File: src/rtl/mc_cpu_pkg.sv
// Shared definitions for the MC-CPU control path: opcodes, FSM state codes,
// ALU operation codes (also used by the ALU) and PC source selects.
package mc_cpu_pkg;

    localparam int OPCODE_W = 6;
    localparam int STATE_W  = 3;

    localparam logic [OPCODE_W-1:0] OP_ADD  = 6'b000000;
    localparam logic [OPCODE_W-1:0] OP_ADDI = 6'b000001;
    localparam logic [OPCODE_W-1:0] OP_SUB  = 6'b000010;
    localparam logic [OPCODE_W-1:0] OP_ORI  = 6'b010000;
    localparam logic [OPCODE_W-1:0] OP_AND  = 6'b010001;
    localparam logic [OPCODE_W-1:0] OP_OR   = 6'b010010;
    localparam logic [OPCODE_W-1:0] OP_SLL  = 6'b011000;
    localparam logic [OPCODE_W-1:0] OP_SLT  = 6'b100110;
    localparam logic [OPCODE_W-1:0] OP_SW   = 6'b110000;
    localparam logic [OPCODE_W-1:0] OP_LW   = 6'b110001;
    localparam logic [OPCODE_W-1:0] OP_BEQ  = 6'b110100;
    localparam logic [OPCODE_W-1:0] OP_J    = 6'b111000;
    localparam logic [OPCODE_W-1:0] OP_HALT = 6'b111111;

    localparam logic [2:0] ALU_ADD = 3'b000;
    localparam logic [2:0] ALU_SUB = 3'b001;
    localparam logic [2:0] ALU_SLT = 3'b010;
    localparam logic [2:0] ALU_SRL = 3'b011;
    localparam logic [2:0] ALU_SLL = 3'b100;
    localparam logic [2:0] ALU_OR  = 3'b101;
    localparam logic [2:0] ALU_AND = 3'b110;
    localparam logic [2:0] ALU_XOR = 3'b111;

    localparam logic [1:0] PC_NEXT   = 2'b00;
    localparam logic [1:0] PC_BRANCH = 2'b01;
    localparam logic [1:0] PC_JUMP   = 2'b10;

    typedef enum logic [STATE_W-1:0] {
        S_IF     = 3'b000,
        S_ID     = 3'b001,
        S_EXE_LS = 3'b010,
        S_MEM    = 3'b011,
        S_WB_LD  = 3'b100,
        S_EXE_BR = 3'b101,
        S_EXE_AL = 3'b110,
        S_WB_AL  = 3'b111
    } state_e;

    typedef enum logic [2:0] {
        CLS_NOP,
        CLS_ALU,
        CLS_BR,
        CLS_LS,
        CLS_JMP,
        CLS_HALT
    } instr_class_e;

    typedef struct packed {
        instr_class_e cls;
        logic [2:0]   alu_sel;
        logic         alu_src_a;
        logic         alu_src_b;
        logic         ext_sel;
        logic         wr_reg_dst;
    } decode_t;

endpackage

File: src/rtl/mc_ctrl_decode.sv
// Opcode decoder: instruction class plus the static datapath selects that
// depend only on the opcode.
module mc_ctrl_decode
    import mc_cpu_pkg::*;
(
    input  logic [OPCODE_W-1:0] op_i,
    output decode_t             dec_o
);

    always_comb begin
        // NOTE: every field gets a default before the case so that no
        // opcode path leaves a field unassigned and infers a latch.
        dec_o.cls        = CLS_NOP;
        dec_o.alu_sel    = ALU_ADD;
        dec_o.alu_src_a  = 1'b0;
        dec_o.alu_src_b  = 1'b0;
        dec_o.ext_sel    = 1'b0;
        dec_o.wr_reg_dst = 1'b0;
        case (op_i)
            OP_ADD:  begin dec_o.cls = CLS_ALU; dec_o.wr_reg_dst = 1'b1; end
            OP_ADDI: begin
                dec_o.cls       = CLS_ALU;
                dec_o.alu_src_b = 1'b1;
                dec_o.ext_sel   = 1'b1;
            end
            OP_SUB:  begin dec_o.cls = CLS_ALU; dec_o.alu_sel = ALU_SUB; dec_o.wr_reg_dst = 1'b1; end
            OP_ORI:  begin dec_o.cls = CLS_ALU; dec_o.alu_sel = ALU_OR;  dec_o.alu_src_b = 1'b1; end
            OP_AND:  begin dec_o.cls = CLS_ALU; dec_o.alu_sel = ALU_AND; dec_o.wr_reg_dst = 1'b1; end
            OP_OR:   begin dec_o.cls = CLS_ALU; dec_o.alu_sel = ALU_OR;  dec_o.wr_reg_dst = 1'b1; end
            OP_SLL:  begin
                // Shift amount comes from the shamt field on operand A.
                dec_o.cls        = CLS_ALU;
                dec_o.alu_sel    = ALU_SLL;
                dec_o.alu_src_a  = 1'b1;
                dec_o.wr_reg_dst = 1'b1;
            end
            OP_SLT:  begin dec_o.cls = CLS_ALU; dec_o.alu_sel = ALU_SLT; dec_o.wr_reg_dst = 1'b1; end
            OP_SW, OP_LW: dec_o.cls = CLS_LS;
            OP_BEQ:  dec_o.cls = CLS_BR;
            OP_J:    dec_o.cls = CLS_JMP;
            OP_HALT: dec_o.cls = CLS_HALT;
            default: dec_o.cls = CLS_NOP;
        endcase
    end

endmodule

File: src/rtl/mc_control_unit.sv
// Multicycle control FSM: sequences one instruction at a time through
// IF/ID/EXE/MEM/WB and drives the datapath selects and write enables.
module mc_control_unit
    import mc_cpu_pkg::*;
#(
    parameter int OP_W = OPCODE_W,
    parameter int ST_W = STATE_W
) (
    input  logic            CLK,
    input  logic            RST,
    input  logic [OP_W-1:0] opcode,
    input  logic            zero,
    output logic            PCWre,
    output logic            IRWre,
    output logic [1:0]      PCSrc,
    output logic            ALUSrcA,
    output logic            ALUSrcB,
    output logic            ExtSel,
    output logic [2:0]      ALUSel,
    output logic            WrRegDst,
    output logic            RegWre,
    output logic            DBDataSrc,
    output logic            mRD,
    output logic            mWR,
    output logic [ST_W-1:0] state
);

    state_e          state_q;
    logic [OP_W-1:0] op_q;
    logic            halt_q;
    logic [OP_W-1:0] dec_op;
    decode_t         dec;

    // In ID the opcode is not yet latched, so decode the live IR field there.
    assign dec_op = (state_q == S_ID && !halt_q) ? opcode : op_q;

    mc_ctrl_decode u_decode (
        .op_i  (dec_op),
        .dec_o (dec)
    );

    // NOTE: state registers use non-blocking assignments so every register
    // samples the pre-edge values and the update order inside the block
    // cannot change behaviour.
    always_ff @(posedge CLK) begin
        if (RST) begin
            state_q <= S_IF;
            op_q    <= '0;
            halt_q  <= 1'b0;
        end else begin
            case (state_q)
                S_IF:     state_q <= S_ID;
                S_ID: begin
                    if (!halt_q) begin
                        op_q <= opcode;
                        case (dec.cls)
                            CLS_ALU:  state_q <= S_EXE_AL;
                            CLS_BR:   state_q <= S_EXE_BR;
                            CLS_LS:   state_q <= S_EXE_LS;
                            CLS_HALT: halt_q  <= 1'b1;
                            default:  state_q <= S_IF;
                        endcase
                    end
                end
                S_EXE_AL: state_q <= S_WB_AL;
                S_EXE_LS: state_q <= S_MEM;
                S_MEM:    state_q <= (op_q == OP_LW) ? S_WB_LD : S_IF;
                default:  state_q <= S_IF;
            endcase
        end
    end

    always_comb begin
        PCWre     = 1'b0;
        IRWre     = 1'b0;
        PCSrc     = PC_NEXT;
        ALUSrcA   = 1'b0;
        ALUSrcB   = 1'b0;
        ExtSel    = 1'b0;
        ALUSel    = ALU_ADD;
        WrRegDst  = 1'b0;
        RegWre    = 1'b0;
        DBDataSrc = 1'b0;
        mRD       = 1'b0;
        mWR       = 1'b0;
        if (!halt_q) begin
            case (state_q)
                S_IF: IRWre = 1'b1;
                S_ID: begin
                    if (dec.cls == CLS_JMP) begin
                        PCWre = 1'b1;
                        PCSrc = PC_JUMP;
                    end else if (dec.cls == CLS_NOP) begin
                        PCWre = 1'b1;
                    end
                end
                S_EXE_AL: begin
                    ALUSel  = dec.alu_sel;
                    ALUSrcA = dec.alu_src_a;
                    ALUSrcB = dec.alu_src_b;
                    ExtSel  = dec.ext_sel;
                end
                S_EXE_BR: begin
                    ALUSel = ALU_SUB;
                    PCWre  = 1'b1;
                    PCSrc  = zero ? PC_BRANCH : PC_NEXT;
                end
                S_EXE_LS: begin
                    ALUSrcB = 1'b1;
                    ExtSel  = 1'b1;
                end
                S_MEM: begin
                    mWR   = (op_q == OP_SW);
                    PCWre = (op_q == OP_SW);
                    mRD   = (op_q == OP_LW);
                end
                S_WB_AL: begin
                    RegWre   = 1'b1;
                    PCWre    = 1'b1;
                    WrRegDst = dec.wr_reg_dst;
                end
                S_WB_LD: begin
                    RegWre    = 1'b1;
                    DBDataSrc = 1'b1;
                    PCWre     = 1'b1;
                end
                default: ;
            endcase
        end
        // A reset cycle aborts the instruction with no architectural write.
        if (RST) begin
            PCWre  = 1'b0;
            IRWre  = 1'b0;
            RegWre = 1'b0;
            mRD    = 1'b0;
            mWR    = 1'b0;
        end
    end

    assign state = state_q;

endmodule

File: config.mk
export PLATFORM = sky130hd
export DESIGN_NAME = mc_control_unit
export DESIGN_NICKNAME = d
export VERILOG_FILES = /design/src/rtl/mc_cpu_pkg.sv /design/src/rtl/mc_ctrl_decode.sv /design/src/rtl/mc_control_unit.sv
export SDC_FILE = /design/constraint.sdc
export NUM_CORES = 1
export LEC_CHECK = 0
export ABC_AREA = 1
export BUFFER_PORTS_ARGS = -buffer_cell sky130_fd_sc_hd__buf_2
export CAP_MARGIN = 20
export CORE_MARGIN = 2
export CORE_UTILIZATION = 35
export CTS_CLUSTER_DIAMETER = 100
export DETAILED_ROUTE_END_ITERATION = 10
export PLACE_DENSITY = 0.69
export SLEW_MARGIN = 20
export SYNTH_ARGS = -nofsm -noshare
export SYNTH_HDL_FRONTEND = slang
export SYNTH_SLANG_ARGS = --single-unit
File: constraint.sdc
create_clock -name CLK -period 2.5 [get_ports CLK]
set_input_delay 0.25 -clock CLK [delete_from_list [all_inputs] [get_ports CLK]]
set_output_delay 0.25 -clock CLK [all_outputs]
set_load 0.1 [all_outputs]
==> out/qor.yml <==
timing:
  hold-worst-slack_ps: 278
  rsz0062_at_grt: "yes"
  maxSlewHeadroom_pct: 67.4
  worstMarginPinSlew_ps: 492
  fin_ws_ps: -62.8
  hold_viol: 0
  skew_ps: 1.30
  fin_crit_sh_pct: 103
  fmax_mhz: 390
  slew_violations: 0
  min_period_ps: 2560
  setup-violations-final: 4
  tns_ps: -198
setup_path:
  crit_arrival_ps: 2310
  start_kind: "flop"
  critPathRequiredTime_ps: 2250
  path_max_fanout: 6
  endpoint_kind: "output pin"
  crit_type: "flop to output pin"
synth:
  synth_top_area_share_pct: 19.6
  async_flop_share_pct: 0
  synth_edf_count: 0
  syn_area_um2: 1020
  syn_area_per_cell_um2: 5.81
  yosysTopAreaCell: "dfxtp_1"
  yosys_register_bits: 10
  yosys_warnings: 0
  synth_flop_cell: "dfxtp_1"
  yosysMostFrequentCell: "nand2_1"
  synthDistinctLibCells: 25
  synth_cells: 176
  synth_common_cells: "nand2_1, nor2_1, inv_1"
  synth_fp_nets: 185
  synth.area.top_cells: "dfxtp_1, nand2_1, nor2_1"
  seq_area_frac_synth_pct: 19.6
finish:
  final_layout_size_suffix_gt1_share_pct: 51.6
  nets: 227
  final_util_pct: 66.0
  regArea_um2: 211
  antenna_cells: 0
  syn2layout_area_growth_pct: 78.1
  fillers: 226
  multiInputGateArea_um2: 1020
global_route:
  grt_first_pass_wirelength_um: 5070
  grt_pass1_vias: 1162
  grt_remaining_overflow: 0
  grt_max_degree: 22
  grtUsageTotal_pct: 18.9
  grt_antenna_before_repair: 0
power:
  p_total_mw: 2.64
  peakVddDrop_uv: 977
  power_density_nw_per_um2: 1450
  p_leak_nw: 0.820
route:
  wl_met3_um: 207
  drt-pass1-iter-count: 4
  wl_met1_um: 1530
  drc: 0
  totalWireLength_um: 3520
  viasPerCell: 5.48
  vias: 1360
  met2_length_um: 1680
  ant_nets: 0
  highest_layer: "met4"
  first_iter_violations: 46
  wire_per_inst_um: 14.2
placed_design:
  post-place-ws_ps: 231
  place_congestion: 0.899
  hpwl_um: 2420
  port_buffers: 26
outcome:
  status: "complete, but fails checks"
  violations: "setup timing"
clock_network:
  cts_tree: "yes"
  hold_buffers: 0
  numCtsBuffers: 3
  root_buffer: "clkbuf_4"
  clk_pin_slew_worst_paths_ps: 70
  clock_latency_ps: 270
  clockBufferDepth: 2
  clock_sinks: 10
  htree_levels: 1
die:
  die-height_um: 58.0
  die-area_um2: 3370
  start_util_pct: 37.1
  num_rows: 19
  die_w_um: 58.0
  io_pins: 27
  core_area_um2: 2760
worst_hold_path:
  hold_path_class: "input pin to flop"
job:
  max_cap_violations: 0
==> report_power, final <==
part / total (mW) / internal, mW / switching (mW)
Combinational: 2.16 / 0.733 / 1.43
Sequential: 0.322 / 0.223 / 0.0985
Clock: 0.150 / 0.0886 / 0.0613
Total: 2.64 / 1.05 / 1.59
==> per-layer routing <==
metal  track usage, %  vias up
met1             25.5      623
met3             2.68       11
met4             3.99        0
met2             32.1       50
li1                 -      676
met5                0        -
==> layout by cell type, fill, tap and decap left out, types with 2 or more instances in the layout <==
cell type  Yosys  routed
buf_2          3      17
nor3_2         0       2
o21ai_0        3       2
nand2_4        0      10
inv_1         21      21
buf_12         0      10
nand3_1       13       7
nor2_2         5       4
nand3_2        2       6
nand2_1       40      24
a21oi_1        5       2
nor2_1        25      19
a21oi_4        0       2
clkbuf_4       0       3
nor4_4         0       2
dfxtp_1       10       7
nand3_4        0       3
dfxtp_4        0       3
nand2_2       11      17
buf_4          1      11
nor2_4         4      11
nor3_1         7       4
buf_6          1       2
nand4_1       14      14
==> path summary, 6_finish.rpt <==
check	start	end	slack [ps]	cells past startpoint
worst max-delay path	state[2]$_SDFFE_PP0P_	WrRegDst	-60	11
worst min-delay path	RST	op_q[1]$_SDFFE_PP0N_	280	2
worst max register to register	state[2]$_SDFFE_PP0P_	state[2]$_SDFFE_PP0P_	530	14
worst min register to register	op_q[3]$_SDFFE_PP0N_	op_q[3]$_SDFFE_PP0N_	650	4
==> state kept, by name (all words and copies together), names as in the netlist <==
register	cells
state	3
halt_q	1
op_q	6
==> critical path, cell delays in order, from the launching register on <==
cell and delay, ps:
dfxtp_4 370, nor2_4 240, nand3_4 190, buf_6 160
nand2_2 50, nand2_2 80, nor2_4 240, nand3_2 190
nand2_1 100, nor3_1 70, nor3_4 160, buf_12 200
==> what timing repair did <==
item | 4_1_cts | 5_1_grt
gates resized for setup | 3 | 42
setup endpoints to repair | 2 | 6
buffers inserted | 0 | 11
pin swaps | 0 | 19
gates cloned | 0 | 2
==> layout make-up <==
cell class / instances / area share [%]
timing repair buffer: 42 / 23.6
tap: 31 / 2.13
multi-input combinational: 139 / 56.1
inverter: 22 / 4.54
clock buffer: 4 / 1.99
sequential: 10 / 11.6
==> cell families (layout without fill, tap and decap cells) <==
group                  Yosys count  count (layout)  synth area share, %
AO/OA/AOI/OAI                   15              15                 9.06
AND/OR/NAND/NOR                123             124                 59.6
buffers and inverters           28              68                 11.7
flip-flops                      10              10                 19.6
==> through the flow <==
| stage | cell area, um^2 | std cells |
|---|---|---|
| 2_1_floorplan | 1190 | 176 |
| 6_report | 1820 | 248 |
| 3_5_place_dp | 1480 | 231 |
| 3_3_place_gp | 1480 | 231 |
| 4_1_cts | 1530 | 235 |
| 5_1_grt | 1820 | 248 |
(Power assumes the default switching activity.)
